## src/rtl/pulse_stretcher_fsm.sv

```systemverilog
// Stretches a one-cycle trigger into a HOLD_CYCLES-wide level, followed by a GUARD_CYCLES lockout.
// Optional feature macro: PULSE_STRETCH_RETRIGGER_EN (x during HOLD reloads the hold count).
module pulse_stretcher_fsm #(
    parameter int HOLD_CYCLES  = 4,
    parameter int GUARD_CYCLES = 2
) (
    input  logic clk,
    input  logic rst,
    input  logic x,
    output logic y,
    output logic busy
);

    localparam int MAX_COUNT = (HOLD_CYCLES > GUARD_CYCLES) ? HOLD_CYCLES : GUARD_CYCLES;
    localparam int CW        = (MAX_COUNT > 0) ? $clog2(MAX_COUNT + 1) : 1;

    localparam logic [CW-1:0] HOLD_LOAD  = CW'(HOLD_CYCLES - 1);
    localparam logic [CW-1:0] GUARD_LOAD = CW'((GUARD_CYCLES > 0) ? GUARD_CYCLES - 1 : 0);
    localparam logic [CW-1:0] ONE        = 1;

    generate
        if (HOLD_CYCLES < 1) begin : g_bad_hold
            $error("pulse_stretcher_fsm: HOLD_CYCLES must be >= 1");
        end
    endgenerate

    typedef enum logic [1:0] {
        ST_IDLE  = 2'b00,
        ST_HOLD  = 2'b01,
        ST_GUARD = 2'b10
    } state_t;

    state_t        state_q, state_d;
    logic [CW-1:0] count_q, count_d;
    logic          y_q, y_d;
    logic          busy_q, busy_d;

    always_comb begin
        state_d = state_q;
        count_d = count_q;
        y_d     = y_q;
        busy_d  = busy_q;
        case (state_q)
            ST_IDLE: begin
                if (x) begin
                    state_d = ST_HOLD;
                    count_d = HOLD_LOAD;
                    y_d     = 1'b1;
                    busy_d  = 1'b1;
                end else begin
                    count_d = '0;
                    y_d     = 1'b0;
                    busy_d  = 1'b0;
                end
            end
            ST_HOLD: begin
                y_d    = 1'b1;
                busy_d = 1'b1;
`ifdef PULSE_STRETCH_RETRIGGER_EN
                // A retrigger beats the exit, even on the last hold cycle.
                if (x) begin
                    count_d = HOLD_LOAD;
                end else
`endif
                if (count_q != '0) begin
                    count_d = count_q - ONE;
                end else if (GUARD_CYCLES > 0) begin
                    state_d = ST_GUARD;
                    count_d = GUARD_LOAD;
                    y_d     = 1'b0;
                end else begin
                    state_d = ST_IDLE;
                    count_d = '0;
                    y_d     = 1'b0;
                    busy_d  = 1'b0;
                end
            end
            ST_GUARD: begin
                y_d    = 1'b0;
                busy_d = 1'b1;
                if (count_q != '0) begin
                    count_d = count_q - ONE;
                end else begin
                    state_d = ST_IDLE;
                    busy_d  = 1'b0;
                end
            end
            default: begin
                state_d = ST_IDLE;
                count_d = '0;
                y_d     = 1'b0;
                busy_d  = 1'b0;
            end
        endcase
    end

    always_ff @(posedge clk or posedge rst) begin
        if (rst) begin
            state_q <= ST_IDLE;
            count_q <= '0;
            y_q     <= 1'b0;
            busy_q  <= 1'b0;
        end else begin
            state_q <= state_d;
            count_q <= count_d;
            y_q     <= y_d;
            busy_q  <= busy_d;
        end
    end

    assign y    = y_q;
    assign busy = busy_q;

endmodule
```

## config.mk

```make
export PLATFORM = sky130hd
export DESIGN_NAME = pulse_stretcher_fsm
export DESIGN_NICKNAME = d
export VERILOG_FILES = /design/src/rtl/pulse_stretcher_fsm.sv
export SDC_FILE = /design/constraint.sdc
export NUM_CORES = 1
export LEC_CHECK = 0
export ABC_CLOCK_PERIOD_IN_PS = 1800
export BUFFER_PORTS_ARGS = -buffer_cell sky130_fd_sc_hd__buf_2
export CORE_AREA = 2 2 39 41
export DETAILED_ROUTE_END_ITERATION = 8
export DIE_AREA = 0 0 41 43
export MAX_ROUTING_LAYER = met4
export PLACE_DENSITY = 0.53
export REMOVE_ABC_BUFFERS = 1
export SYNTH_ARGS = -nofsm -noshare
export SYNTH_HDL_FRONTEND = slang
export SYNTH_SLANG_ARGS = --single-unit
```

## constraint.sdc

```tcl
create_clock -name clk -period 1.8 [get_ports clk]
set_clock_uncertainty 0.1 [all_clocks]
set_input_delay 0.18 -clock clk [delete_from_list [all_inputs] [get_ports clk]]
set_output_delay 0.18 -clock clk [all_outputs]
set_load 0.02 [all_outputs]
```

==> metrics <==
status finished clean; die height ~43 um; area leader, netlist dfrtp_1; Max clock buf depth 2; crit path kind register to register; Detailed Route WL roughly 580 um; R2R Setup Slk about 0.37 ns; Rel. slew slack 81.80%; io pins 5; sequential-to-total area share from yosys stat between 40% and 50%; drt wl/cell around 9.4 um; delay-heaviest family, CP compound AO/OA/AOI/OAI gates; final worst path period need 1.428 ns; syn_area_per_cell a little over 10 sq um; Antenna diodes 0; worst hold path endpoint count_q[1]; core area ~1400 sq um; reg2reg path depth 5; CP required about 1.9 ns; busiest grt layer met1; Core Rows 14; CP max FO 7; Max Cap Viol 0; antenna violations before repair 0; mapped cell area 385.4 sq um; via count roughly 270; Slew @ Worst Pin about 0.27 ns; Final Cycle Share between 70% and 80%; first-pass GRT wire length ~960 um; grt met2 use about a tenth; post-DP HPWL between 400 and 500 um; DR DRC count 0; TritonCTS clock tree done; met3 usage about 3.1%; final setup TNS 0 ns; slowest stage delay, CP 0.39 ns; hold path depth 3; Worst setup EP type register; total CTS buffers 3; Fillers between 100 and 150; crit path max-delay cell type dfrtp_1; final hold vios 0; largest net degree at the start of global routing 10; origin of the worst min-delay path x; Total Nets Final between 50 and 60; setup violators final 0; hold crit path type primary input to register; Setup crit start kind register; clk_lat worst skew 0.25 ns; global route overflow 0; Antenna Violating Nets Remaining 0; postcts setup bufs 0; Placement Setup Slack 0.3827 ns; Leak Pwr 0.2186 nW; RR Startpoint count_q[0]; sinks on the clock net 7; Yosys reg bits 7; setup ws final about 0.37 ns; drt first pass iters 5; IO buf count 4; RSZ-0062 raised after global routing false; ranking of synthesized cells by area dfrtp_1, ha_1, inv_1, a21oi_1, nand2b_1; P&R area growth vs syn 15.58%; GPL Wtd Cong about 0.72; Synth warnings 0; Mapped Cells 38; layout cell share with drive strength beyond 1 between 20% and 30%; maximum clock rate roughly 700 MHz; DIE AREA roughly 1800 sq um; 1st-iter DRT viols 5; CTS clk-pin slew, worst paths 0.05 ns; vias per cell approximately 4.4; top cell type's share of synthesized area a little under half; number of global-route vias before repair between 200 and 250; Final Slew Violations 0; gr usage total under 10%; Worst Path Arrival ~1.5 ns; RR Endpoint count_q[0]; critical-path cell list inv_1, ha_1, nand2b_4, a21o_1, a221oi_2; met1 GRT Util 12.04%; width of the die between 40 and 50 um; CTS Root Cell clkbuf_4; Starting Density 27.85%; pwr/cell area slightly below 2000 nW/um^2; CTS H-tree depth 1; WP buf/inv 1; VDD IR max 0.7205 mV; synth unique cells 20
[area by class of cell]
type / count / area, sq um / share of cell area [%]
Inverter: 6 / 22.52 / 5.056
Sequential cell: 7 / 175.2 / 39.33
Multi-Input combinational cell: 23 / 171.4 / 38.48
Tap cell: 16 / 20.02 / 4.494
Timing Repair Buffer: 5 / 30.03 / 6.742
Clock buffer: 4 / 26.28 / 5.899
[what timing repair did]
item	in CTS	in global routing
resized for setup	0	0
hold buffers	1	0
endpoints found under the hold margin	7	0
[how the worst max path moves through the flow]
stage	startpoint	end	slack [ns]	cells past startpoint
CTS	count_q[0]	count_q[0]	0.37	5
global placement	count_q[0]	count_q[0]	0.38	5
floorplan	count_q[0]	count_q[0]	0.44	5
detailed placement	count_q[0]	count_q[0]	0.38	5
finish	count_q[0]	count_q[0]	0.37	5
global route	count_q[0]	count_q[0]	0.29	5
[tightest hold or removal path: stages]
cell     delay [ns]
buf_2          0.10
a32oi_1        0.05
o21ai_0        0.07
[metrics by stage]
stage	cells	util, %	area (sq um)	power (mW)	hold slack [ns]
4_1_cts	61	32.19	445.4	0.8674	0.08024
6_report	61	32.19	445.4	0.8591	0.08306
3_3_place_gp	56	29.57	409.1	0.7170	0.01993
3_5_place_dp	56	29.57	409.1	0.7191	0.02864
5_1_grt	61	32.19	445.4	0.9366	0.08324
2_1_floorplan	36	-	369.1	0.6360	-0.1166
[layout by cell type (no fill, tap or decap)]
cell type	instances
o21bai_1	1
xnor2_1	1
a221oi_2	1
buf_2	4
a21oi_1	4
dfrtp_1	7
nor2_1	1
nand2_1	1
a32oi_1	1
o21ai_0	2
nor3b_1	1
nor2b_1	1
nor3_1	1
inv_1	6
clkbuf_1	1
mux2i_1	1
clkbuf_4	3
nand2b_1	3
ha_1	2
a21o_1	1
nand2b_4	1
dlygate4sd3_1	1
[power breakdown]
part | total, mW | internal (mW) | switching (mW)
sequential | 0.301 | 0.235 | 0.0664
combinational | 0.414 | 0.196 | 0.218
clock | 0.144 | 0.0847 | 0.0594
total | 0.859 | 0.516 | 0.343
[state kept, by name (all words and copies together) (netlist names)]
name and count:
y 1, busy 1, state_q 2, count_q 3
[per-layer routing]
metal,routed length (um),up-vias
li1,-,138
met1,291,128
met2,266,5
met3,16,0
met4,0,0
met5,0,-
[logic make-up after synthesis]
kind of cell             after synthesis  share of synthesized area (%)
AO/OA/AOI/OAI                         10                          17.86
AND/OR/NAND/NOR                        9                          15.26
buffers and inverters                  8                          10.06
flip-flops                             7                          45.46
adder cells (fa/ha/maj)                2                          6.492
XOR/XNOR                               1                          2.273
multiplexers                           1                          2.598
[synthesized netlist by cell type]
master	count
dfrtp_1	7
nand2b_4	1
xnor2_1	1
nand2_1	1
buf_2	1
nor3_1	1
a21oi_1	4
a221oi_2	1
inv_1	6
buf_6	1
nand2b_1	3
mux2i_1	1
a32oi_1	1
ha_1	2
nor3b_1	1
a21o_1	1
nor2_1	1
nor2b_1	1
o21ai_0	2
o21bai_1	1
Power figures use the tool's default switching activity.
